==> config.mk <==
export PLATFORM = sky130hd
export DESIGN_NAME = clk_div_prog
export DESIGN_NICKNAME = d
export VERILOG_FILES = /design/src/rtl/clk_div_prog_pkg.sv /design/src/rtl/clk_div_shadow.sv /design/src/rtl/clk_div_prog.sv
export SDC_FILE = /design/constraint.sdc
export NUM_CORES = 1
export LEC_CHECK = 0
export BUFFER_PORTS_ARGS = -buffer_cell sky130_fd_sc_hd__buf_2
export CAP_MARGIN = 20
export CORE_ASPECT_RATIO = 0.5
export CORE_MARGIN = 2
export CORE_UTILIZATION = 44
export DETAILED_ROUTE_END_ITERATION = 8
export PLACE_DENSITY = 0.7
export SLEW_MARGIN = 10
export SYNTH_ARGS = -nofsm -noshare
export SYNTH_HDL_FRONTEND = slang
export SYNTH_SLANG_ARGS = --single-unit
==> constraint.sdc <==
create_clock -name clk_in -period 7.8 [get_ports clk_in]
set_input_delay 0 -clock clk_in [delete_from_list [all_inputs] [get_ports clk_in]]
set_output_delay 0 -clock clk_in [all_outputs]
set_load 0.02 [all_outputs]
==> src/rtl/clk_div_prog_pkg.sv <==
// Shared constants for the programmable clock/baud divider family.
// Includes the legacy 2-bit preset map for callers that still select a fixed ratio.
package clk_div_prog_pkg;

    localparam int DIV_MIN = 2;

    localparam int DIV_PRESET_0 = 2;
    localparam int DIV_PRESET_1 = 4;
    localparam int DIV_PRESET_2 = 8;
    localparam int DIV_PRESET_3 = 16;

    function automatic int preset_div(input logic [1:0] sel);
        case (sel)
            2'd0:    return DIV_PRESET_0;
            2'd1:    return DIV_PRESET_1;
            2'd2:    return DIV_PRESET_2;
            default: return DIV_PRESET_3;
        endcase
    endfunction

endpackage

==> src/rtl/clk_div_shadow.sv <==
// Double-buffered divisor: clamps requests, holds a pending value, and acks
// when the divider applies it at a period boundary (or bypasses on that boundary).
module clk_div_shadow
    import clk_div_prog_pkg::*;
#(
    parameter int WIDTH       = 8,
    parameter int DEFAULT_DIV = 2
) (
    input  logic             clk_in,
    input  logic             rst,
    input  logic             divisor_ld,
    input  logic [WIDTH-1:0] divisor_val,
    input  logic             apply,
    output logic             next_valid,
    output logic [WIDTH-1:0] next_div,
    output logic             pending,
    output logic             ld_ack
);

    logic [WIDTH-1:0] shadow_q, shadow_d;
    logic             pending_q, pending_d;
    logic             ld_ack_q, ld_ack_d;
    logic [WIDTH-1:0] val_clamped;

    assign val_clamped = (divisor_val < WIDTH'(DIV_MIN)) ? WIDTH'(DIV_MIN) : divisor_val;

    // A load arriving on the apply cycle overrides any older shadow value.
    assign next_valid = divisor_ld | pending_q;
    assign next_div   = divisor_ld ? val_clamped : shadow_q;

    always_comb begin
        shadow_d  = shadow_q;
        pending_d = pending_q;
        ld_ack_d  = 1'b0;
        if (divisor_ld) begin
            shadow_d = val_clamped;
        end
        if (apply) begin
            pending_d = 1'b0;
            ld_ack_d  = next_valid;
        end else if (divisor_ld) begin
            pending_d = 1'b1;
        end
    end

    always_ff @(posedge clk_in) begin
        if (rst) begin
            shadow_q  <= WIDTH'(DEFAULT_DIV);
            pending_q <= 1'b0;
            ld_ack_q  <= 1'b0;
        end else begin
            shadow_q  <= shadow_d;
            pending_q <= pending_d;
            ld_ack_q  <= ld_ack_d;
        end
    end

    assign pending = pending_q;
    assign ld_ack  = ld_ack_q;

endmodule

==> src/rtl/clk_div_prog.sv <==
// Programmable integer clock/baud divider with ~50% clk_out, rise/mid ticks,
// glitch-free divisor changes at period boundaries and a start-bit restart.
module clk_div_prog
    import clk_div_prog_pkg::*;
#(
    parameter int WIDTH       = 8,
    parameter int DEFAULT_DIV = 2
) (
    input  logic             clk_in,
    input  logic             rst,
    input  logic             en,
    input  logic             restart,
    input  logic             divisor_ld,
    input  logic [WIDTH-1:0] divisor_val,
    output logic             clk_out,
    output logic             tick_rise,
    output logic             tick_mid,
    output logic             ld_ack,
    output logic             busy,
    output logic [WIDTH-1:0] divisor_cur
);

    logic [WIDTH-1:0] cnt_q, cnt_d;
    logic [WIDTH-1:0] d_act_q, d_act_d;
    logic             clk_out_q, clk_out_d;
    logic             tick_rise_q, tick_rise_d;
    logic             tick_mid_q, tick_mid_d;

    logic             wrap;
    logic             apply;
    logic             next_valid;
    logic [WIDTH-1:0] next_div;
    logic [WIDTH-1:0] d_new;
    logic [WIDTH-1:0] half;

    assign wrap  = (cnt_q == d_act_q - WIDTH'(1));
    assign apply = restart | (en & wrap);

    clk_div_shadow #(
        .WIDTH       (WIDTH),
        .DEFAULT_DIV (DEFAULT_DIV)
    ) u_shadow (
        .clk_in      (clk_in),
        .rst         (rst),
        .divisor_ld  (divisor_ld),
        .divisor_val (divisor_val),
        .apply       (apply),
        .next_valid  (next_valid),
        .next_div    (next_div),
        .pending     (busy),
        .ld_ack      (ld_ack)
    );

    // Divisor in force for the period that starts (or continues) after this edge.
    assign d_new = (apply && next_valid) ? next_div : d_act_q;
    assign half  = d_new >> 1;

    always_comb begin
        cnt_d       = cnt_q;
        d_act_d     = d_act_q;
        clk_out_d   = clk_out_q;
        tick_rise_d = 1'b0;
        tick_mid_d  = 1'b0;
        if (restart) begin
            // Park on the last count so the next enabled edge opens a fresh period.
            cnt_d     = d_new - WIDTH'(1);
            d_act_d   = d_new;
            clk_out_d = 1'b0;
        end else if (en) begin
            cnt_d       = wrap ? '0 : cnt_q + WIDTH'(1);
            d_act_d     = d_new;
            clk_out_d   = (cnt_d < half);
            tick_rise_d = (cnt_d == '0);
            tick_mid_d  = (cnt_d == half);
        end
    end

    always_ff @(posedge clk_in) begin
        if (rst) begin
            cnt_q       <= WIDTH'(DEFAULT_DIV - 1);
            d_act_q     <= WIDTH'(DEFAULT_DIV);
            clk_out_q   <= 1'b0;
            tick_rise_q <= 1'b0;
            tick_mid_q  <= 1'b0;
        end else begin
            cnt_q       <= cnt_d;
            d_act_q     <= d_act_d;
            clk_out_q   <= clk_out_d;
            tick_rise_q <= tick_rise_d;
            tick_mid_q  <= tick_mid_d;
        end
    end

    assign clk_out     = clk_out_q;
    assign tick_rise   = tick_rise_q;
    assign tick_mid    = tick_mid_q;
    assign divisor_cur = d_act_q;

endmodule
==> reports/qor.yml, run 1 <==
synthArstFlopShare_pct: 0
setup_tns_ns: 0
gp_congestion: 0.924
grt_pass1_vias: 1788
htree_levels: 2
route.detailed.drc: 0
route.antenna.remaining_nets: 0
synth_seq_cells: 29
grt_max_degree: 30
p_clk_share_pct: 33.7
power_density_mw_per_mm2: 201
swShare_pct: 32.3
cts.sinks: 29
hold_path.class: "in -> reg"
p_leak_nw: 0.988
cts_resized: 0
synth.yosys.seq_area_share_pct: 27.0
dr.pass1.iters: 4
die_h_um: 53.4
dp_hpwl_um: 4170
seq_power_share_pct: 36.7
grt_first_pass_wirelength_um: 8980
fin_util_pct: 52.3
skew_ns: 0.00666
yosys-top-cells-area: "dfxtp_1 (27%), xnor2_1 (8.1%), mux2i_1 (6.5%)"
crit_type: "reg -> reg"
io_buffers: 25
yosys.area.top_type: "dfxtp_1"
drt-total-wl_um: 5520
diodes: 0
syn-num-nets: 286
synth_cells: 263
cp_max_fo: 19
slowest_delay_ns: 0.73
synth.distinct_cells: 47
dr_total_vias: 1946
worstMarginPinSlew_ns: 0.746
finalCriticalPeriod_ns: 4.33
wl_per_cell_um: 16.0
comb_power_share_pct: 29.6
irDropWorstVdd_uv: 88.4
synth_edf_count: 0
cts_setup_buffers: 0
placed_cells_incl_taps: 336
antenna_found_initial: 0
hold_viol: 0
rsz0062_at_grt: "false"
path_cells: "or4_4 -> nor4_2 -> a41oi_1 -> a211oi_4 -> a31o_4 -> mux2i_1 -> ha_1 -> o21ai_0 -> xor2_1 -> a211oi_1 -> a21oi_1 -> a221oi_1"
power.switching_mw: 0.155
slew_headroom_pct: 50.1
avgSynthCellArea_um2: 8.17
cap_violations: 0
synth_warnings: 0
cts_buffers: 5
grt-ovfl-total: 0
synthesis.area_mm2: 0.00215
cts_tree: "built"
finalNonFillerCells: 344
internal_power_mw: 0.325
final_area_mm2: 0.00238
insertion_delay_ns: 0.27
cp_slowest_cell: "a211oi_4"
num_io_pins: 26
initialDrtViolationCount: 171
core_area_mm2: 0.00455
synthToLayoutAreaGrowth_pct: 10.8
setup_viol: 0
fmax_mhz: 231
reg2reg_depth: 12
dieArea_mm2: 0.00549
final.period_utilization_pct: 55.6
via_per_inst: 5.66
path_clk_slew_ns: 0.06
cp-end-kind: "flop"
min_path_cells: 3
root_buffer: "clkbuf_8"
hold_buffers: 0
cp.required_ns: 7.98
die_w_um: 103
drv_slew: 0
outcome: "complete, no violations"
clk_path_buf_depth: 2
nNetsFinal: 300
place_area_mm2: 0.00226
timing.hold.ws_ns: 0.0105
synth_top_area_share_pct: 27.0
cp.arrival_ns: 4.52
rows: 17
grt_util_all_layers_pct: 21.9
drive_gt1_share_pct: 15.1
ys.flop_type: "dfxtp_1"
start_kind: "flop"
initial_utilization_pct: 47.2
## state kept, by name, summed over array words and instances (netlist names)
signal             count
u_shadow.shadow_q      8
u_shadow.ld_ack        1
clk_out                1
cnt_q                  8
u_shadow.pending       1
tick_mid               1
tick_rise              1
divisor_cur            8
## final timing paths
path	start	endpoint	slack (ns)
worst max-delay path	divisor_cur[2]$_SDFFE_PP0P_	cnt_q[4]$_SDFFE_PP0P_	3.47
worst min-delay path	divisor_val[7]	u_shadow.shadow_q[7]$_SDFF_PP0_	0.01
worst max register to register	divisor_cur[2]$_SDFFE_PP0P_	cnt_q[4]$_SDFFE_PP0P_	3.47
worst min register to register	u_shadow.shadow_q[7]$_SDFF_PP0_	u_shadow.shadow_q[7]$_SDFF_PP0_	0.49
## worst max-delay path: cells and delay by family (launching register included)
family	cells	cell delay (ns)
AND/OR/NAND/NOR	2	0.91
flip-flops	1	0.41
XOR/XNOR	1	0.19
multiplexers	1	0.34
adder cells (fa/ha/maj)	1	0.36
AO/OA/AOI/OAI	7	2.03
## stage by stage
stage / worst slack [ns] / total power, mW
CTS: 3.52 / 0.481
global route: 3.12 / 0.507
global placement: 3.74 / 0.314
detailed placement: 3.53 / 0.319
floorplan: 4.08 / 0.286
finish: 3.47 / 0.479
## layer usage
layer,up-vias,share of wire [%],track usage (%)
li1,953,-,-
met1,924,48,31.9
met2,67,44,33.7
met3,2,7.6,4.49
met4,0,0.42,3.95
met5,-,0,0
## cell type report
type,count,area (µm²)
fillers,466,2170
multi-input cells,205,1440
clock inverters,1,30.0
repair buffers,25,125
well taps,66,82.6
inverters,11,41.3
clock buffers,7,86.3
flip-flops and latches,29,581
## power groups by stage
stage | sequential, mW | clock [mW] | combinational, mW
after floorplan | 0.173 | 0 | 0.113
after global placement | 0.178 | 0 | 0.136
after detailed placement | 0.179 | 0 | 0.140
after CTS | 0.175 | 0.164 | 0.141
after global routing | 0.178 | 0.172 | 0.157
final | 0.176 | 0.162 | 0.142
## synthesized netlist by cell type, types with 4 or more instances
cell type	count
nor2_1	37
a221oi_1	5
nor3b_1	4
dfxtp_1	29
xor2_1	7
clkbuf_1	13
nor2b_1	7
a2111oi_0	4
xnor2_1	20
nand2_1	13
mux2i_1	14
nor3_1	14
and3_1	4
o21ai_0	11
inv_1	11
nand3_1	5
nand2b_1	6
ha_1	10
a21oi_1	9
## cell usage in the layout (no fill, tap or decap), types with 2 or more instances in the layout
master     instances
ha_1              10
buf_2             25
nor3b_1            4
nand4_1            2
a221oi_1           5
a211oi_1           3
a31oi_1            2
nor3_1            14
nand3_1            5
a21oi_1            9
a41oi_1            2
nand2_1           13
mux2_2             3
clkbuf_8           6
nor2b_1            7
o21ai_0           11
a2111oi_0          4
xor2_1             7
inv_1             11
xnor2_1           20
mux2i_1           14
and3_1             4
nand3b_1           2
or2_2              2
nor2_1            37
nor4_1             3
dfxtp_1           29
nand2b_1           6
## cells by family (layout without fill, tap and decap cells)
group | Yosys count | in the layout | synth area share [%]
xor gates and xnor gates | 29 | 29 | 13.2
buffers and inverters | 29 | 44 | 6.23
and+or+nand+nor | 103 | 103 | 24.0
adders and majority gates | 10 | 10 | 5.82
muxes | 17 | 17 | 8.09
DFF | 29 | 29 | 27.0
AOI/OAI and AO/OA | 46 | 46 | 15.7
(Power assumes the default switching activity.)
==> inputs of run 2 (changes only) <==
- PLACE_DENSITY: 0.7 -> 0.73
- clock period: 7.8 -> 3.5 ns (I/O delays scaled with it)
==> run 2 against run 1 <==
Against the previous run: register-to-register slack lost 3.4 ns; global-route usage grew 1.0 points; clock-buffer cell count is the same; critical path depth grew 2; sequential power grew 120%; first-iteration DRC count shrank 18%; critical endpoint is now cnt_q[2]$_SDFFE_PP0P_; largest power group is now combinational cells; highest routed layer unchanged.
==> reports/qor.yml, run 2 (synthesis results as in run 1) <==
hold_viol: 0
outcome: "complete, no violations"
crit_family: "simple AND/OR/NAND/NOR gates"
dieArea_mm2: 0.00549
cts.sinks: 29
antenna_found_initial: 0
wl_per_cell_um: 16.8
io_buffers: 25
cp_max_fo: 7
cts_tree: "built"
final.period_utilization_pct: 97.3
setup_tns_ns: 0
grt_first_pass_wirelength_um: 9110
via_per_inst: 5.71
nFillCells: 398
num_io_pins: 26
skew_ns: 0.0113
nNetsFinal: 321
gr-usage-met3_pct: 5.55
rows: 17
synthToLayoutAreaGrowth_pct: 25.6
crit_type: "reg -> reg"
grt_pass1_vias: 1795
grt_use_met2_pct: 34.0
root_buffer: "clkbuf_8"
p_clk_share_pct: 31.8
htree_levels: 2
cp.required_ns: 3.64
path_clk_slew_ns: 0.06
dr_total_vias: 2083
cap_violations: 0
grt-ovfl-total: 0
final_common_cell: "nor2_1"
internal_power_mw: 0.767
route.detailed.drc: 0
irDropWorstVdd_uv: 177
die_w_um: 103
drt-total-wl_um: 6150
timing.hold.ws_ns: 0.0107
cp.arrival_ns: 3.54
path_buf_inv: 3
initial_utilization_pct: 47.2
slowest_delay_ns: 0.44
clk_path_buf_depth: 2
power.switching_mw: 0.382
fmax_mhz: 294
dr.pass1.iters: 5
power_density_mw_per_mm2: 426
core_area_mm2: 0.00455
grt.busiest_layer: "met2"
hold_path.class: "in -> reg"
slew_headroom_pct: 63.9
layout_common_cells: "nor2_1 (37), dfxtp_1 (25), buf_2 (25)"
drv_slew: 0
comb_power_share_pct: 35.0
insertion_delay_ns: 0.29
p_leak_nw: 1.12
grt_util_all_layers_pct: 23.0
met1_usage_pct: 32.5
start_kind: "flop"
cp_slowest_cell: "or3b_2"
finalCriticalPeriod_ns: 3.40
worstMarginPinSlew_ns: 0.541
diodes: 0
initialDrtViolationCount: 141
multi_input_comb_area_mm2: 0.00157
die_h_um: 53.4
cp-end-kind: "flop"
fin_util_pct: 59.3
drive_gt1_share_pct: 27.8
seq_area_um2: 591
cts_buffers: 5
route.antenna.remaining_nets: 0
path_cells: "inv_1 -> ha_2 -> xor2_1 -> nor4_4 -> a41oi_2 -> a211oi_4 -> a31o_4 -> buf_12 -> mux2_4 -> ha_4 -> buf_4 -> or3b_2 -> mux2i_1 -> nor4_1"
hold_buffers: 0
setup_viol: 0
seq_power_share_pct: 33.3
swShare_pct: 33.2
gp_congestion: 0.923
grt_max_degree: 30
dp_hpwl_um: 4310
## run 2: cell types whose count changed in the layout (fill, tap and decap cells not counted), sizes merged
cell  previous run  this run
buf             25        46
## run 2: stage by stage
step           worst slack [ns]  power, mW  cells  cell area, µm²
6_report                 0.0955       1.15    365            2700
2_1_floorplan            0.0340      0.647    263            2190
5_1_grt                 -0.0412       1.20    365            2700
3_3_place_gp            -0.0884      0.729    350            2410
4_1_cts                  0.0198       1.11    360            2560
3_5_place_dp             -0.108      0.735    350            2410
## run 2: power by group through the flow
stage          sequential, mW  clock, mW  combinational [mW]
2_1_floorplan           0.387          0               0.260
3_3_place_gp            0.386          0               0.343
3_5_place_dp            0.386          0               0.349
4_1_cts                 0.380      0.367               0.362
5_1_grt                 0.385      0.382               0.433
6_report                0.382      0.365               0.402
## run 2: cell type report
class | count | area share [%]
Tap cell | 66 | 3.06
Multi-Input combinational cell | 205 | 58.3
Sequential cell | 29 | 21.9
Clock buffer | 7 | 3.20
Inverter | 11 | 1.53
Timing Repair Buffer | 46 | 10.9
Clock inverter | 1 | 1.11
## run 2: path summary, 6_finish.rpt
path	from	to	slack, ns	cells after the start
worst max-delay path	divisor_cur[0]$_SDFFE_PP0P_	cnt_q[2]$_SDFFE_PP0P_	0.1	14
worst min-delay path	divisor_val[7]	u_shadow.shadow_q[7]$_SDFF_PP0_	0.01	3
worst max register to register	divisor_cur[0]$_SDFFE_PP0P_	cnt_q[2]$_SDFFE_PP0P_	0.1	14
worst min register to register	u_shadow.shadow_q[7]$_SDFF_PP0_	u_shadow.shadow_q[7]$_SDFF_PP0_	0.51	2
## run 2: worst register-to-register path, stage by stage, from the launching register on
cell and delay (ns):
dfxtp_4 0.40, inv_1 0.07, ha_2 0.23, xor2_1 0.19
nor4_4 0.32, a41oi_2 0.08, a211oi_4 0.28, a31o_4 0.24
buf_12 0.14, mux2_4 0.32, ha_4 0.18, buf_4 0.15
or3b_2 0.44, mux2i_1 0.14, nor4_1 0.07
## run 2: what timing repair did
item	4_1_cts	5_1_grt
pin swaps	2	7
buffers inserted	2	7
hold endpoints to repair	0	0
setup endpoints to repair	3	3
gates resized for setup	3	21
## run 2: per-layer routing
metal / wire length (µm) / vias to the layer above
met3: 452 / 14
met4: 97 / 0
li1: - / 999
met5: 0 / -
met2: 2600 / 96
met1: 2990 / 974
==> inputs of run 3 (changes only) <==
--- a/config.mk
+++ b/config.mk
@@ -13,5 +13,5 @@
 export DETAILED_ROUTE_END_ITERATION = 8
 export PLACE_DENSITY = 0.73
-export SLEW_MARGIN = 10
+export SLEW_MARGIN = 20
 export SYNTH_ARGS = -nofsm -noshare
 export SYNTH_HDL_FRONTEND = slang
==> constraint.sdc (replaced) <==
create_clock -name clk_in -period 3.5 [get_ports clk_in]
set_input_delay 0 -clock clk_in [delete_from_list [all_inputs] [get_ports clk_in]]
set_output_delay 0 -clock clk_in [all_outputs]
set_load 0.005 [all_outputs]
==> run 3 against run 2 <==
Against the previous run: total power fell by 11%; global-route usage rose by 0.16 points; register-to-register slack improved by 0.03 ns; via count fell by 1.4%; largest cell class unchanged.
==> reports/qor.yml, run 3 (synthesis results as in run 1) <==
path_clk_slew_ns: 0.06
finalCriticalPeriod_ns: 3.38
final.period_utilization_pct: 96.5
slew_headroom_pct: 54.5
path_buf_inv: 4
crit_type: "reg -> reg"
fmax_mhz: 296
p_leak_nw: 1.11
htree_levels: 2
hold_buffers: 0
layout_common_cells: "nor2_1 (37), dfxtp_1 (28), buf_2 (25)"
cp_slowest_cell: "or3_4"
cp-end-kind: "flop"
path_cells: "buf_4 -> or3_4 -> nor4_4 -> a41oi_2 -> a211oi_4 -> a31o_4 -> buf_6 -> mux2i_4 -> buf_4 -> inv_1 -> ha_1 -> nor2b_1 -> o21ai_1 -> nand2b_1 -> a21oi_1 -> o21ai_0 -> o31a_1 -> nor3_2"
crit_family: "compound AO/OA/AOI/OAI gates"
drv_slew: 0
cts_buffers: 5
crit_top_cell: "buf_4"
gp_congestion: 0.991
hold_viol: 0
dieArea_mm2: 0.00549
drt-total-wl_um: 5920
grt_util_all_layers_pct: 23.1
dp_worst_setup_slack_ns: -0.0332
grt_max_degree: 30
dr_total_vias: 2053
antenna_found_initial: 0
outcome: "complete, no violations"
die_h_um: 53.4
cp.required_ns: 3.65
io_buffers: 25
wl_per_cell_um: 16.3
die_w_um: 103
nFillCells: 408
dr.pass1.iters: 4
layout_setup_ws_ns: 0.122
rows: 17
slowest_delay_ns: 0.40
cp.arrival_ns: 3.53
route.antenna.remaining_nets: 0
cap_violations: 0
grt-ovfl-total: 0
core_area_mm2: 0.00455
setup_tns_ns: 0
route.detailed.drc: 0
drive_gt1_share_pct: 26.2
num_io_pins: 26
final_common_cell: "nor2_1"
root_buffer: "clkbuf_8"
clk_path_buf_depth: 2
insertion_delay_ns: 0.28
grt_first_pass_wirelength_um: 9360
cts_tree: "built"
initialDrtViolationCount: 85
start_kind: "flop"
via_per_inst: 5.64
grt_pass1_vias: 1947
skew_ns: 0.00232
cp_max_fo: 7
initial_utilization_pct: 47.2
dp_hpwl_um: 4450
nNetsFinal: 320
synthToLayoutAreaGrowth_pct: 21.5
power_density_mw_per_mm2: 392
hold_path.class: "in -> reg"
irDropWorstVdd_uv: 163
cts.sinks: 29
setup_viol: 0
worstMarginPinSlew_ns: 0.665
diodes: 0
-- run 3: final timing paths --
kind	cells past startpoint	endpoint	slack (ns)	start
max	18	clk_out$_SDFFE_PP0P_	0.12	divisor_cur[0]$_SDFFE_PP0P_
max reg2reg	18	clk_out$_SDFFE_PP0P_	0.12	divisor_cur[0]$_SDFFE_PP0P_
min	3	u_shadow.shadow_q[7]$_SDFF_PP0_	0.006	divisor_val[7]
min reg2reg	2	u_shadow.shadow_q[7]$_SDFF_PP0_	0.50	u_shadow.shadow_q[7]$_SDFF_PP0_
-- run 3: area by class of cell --
| cell class | count | area, µm² | share of cell area [%] |
|---|---|---|---|
| Sequential cell | 29 | 582 | 22.3 |
| Multi-Input combinational cell | 205 | 1540 | 59.0 |
| Clock buffer | 6 | 72.6 | 2.78 |
| Clock inverter | 2 | 10.0 | 0.383 |
| Tap cell | 66 | 82.6 | 3.16 |
| Timing Repair Buffer | 45 | 283 | 10.8 |
| Inverter | 11 | 41.3 | 1.58 |
-- run 3: timing repair --
action / CTS / global route
resized for setup: 1 / 22
buffers inserted: 3 / 0
gates cloned: 0 / 0
pin swaps: 1 / 6
setup endpoints to repair: 1 / 4
-- run 3: power breakdown --
part / total (mW) / switching, mW / internal, mW
logic: 0.384 / 0.207 / 0.176
clock network: 0.263 / 0.126 / 0.137
registers: 0.378 / 0.0249 / 0.353
total: 1.02 / 0.358 / 0.667
-- run 3: per-stage QoR --
stage               utilization (%)  hold WS [ns]  area [µm²]  cells  power (mW)
CTS                            55.1       0.00101        2510    364       0.999
global placement               52.7         0.275        2400    353       0.716
finish                         57.4       0.00636        2610    364        1.02
detailed placement             52.7         0.293        2400    353       0.728
floorplan                         -         0.167        2160    263       0.630
global route                   57.4        0.0429        2610    364        1.09
-- run 3: worst reg2reg max path: cells and delay by family (launching register included) --
kind                       cells  cell delay, ns
muxes                          1            0.21
DFF                            1            0.34
buffers and inverters          4            0.46
adders and majority gates      1            0.18
and+or+nand+nor                5            0.97
AOI/OAI and AO/OA              7            1.08
-- run 3: per-layer routing --
metal,wire length [µm],share of wire [%],up-vias,track usage (%)
met5,0,0,-,0
met4,74,1.3,0,7.68
met3,508,8.6,8,6.61
met2,2570,43,93,35.9
met1,2760,47,958,30.9
li1,-,-,994,-
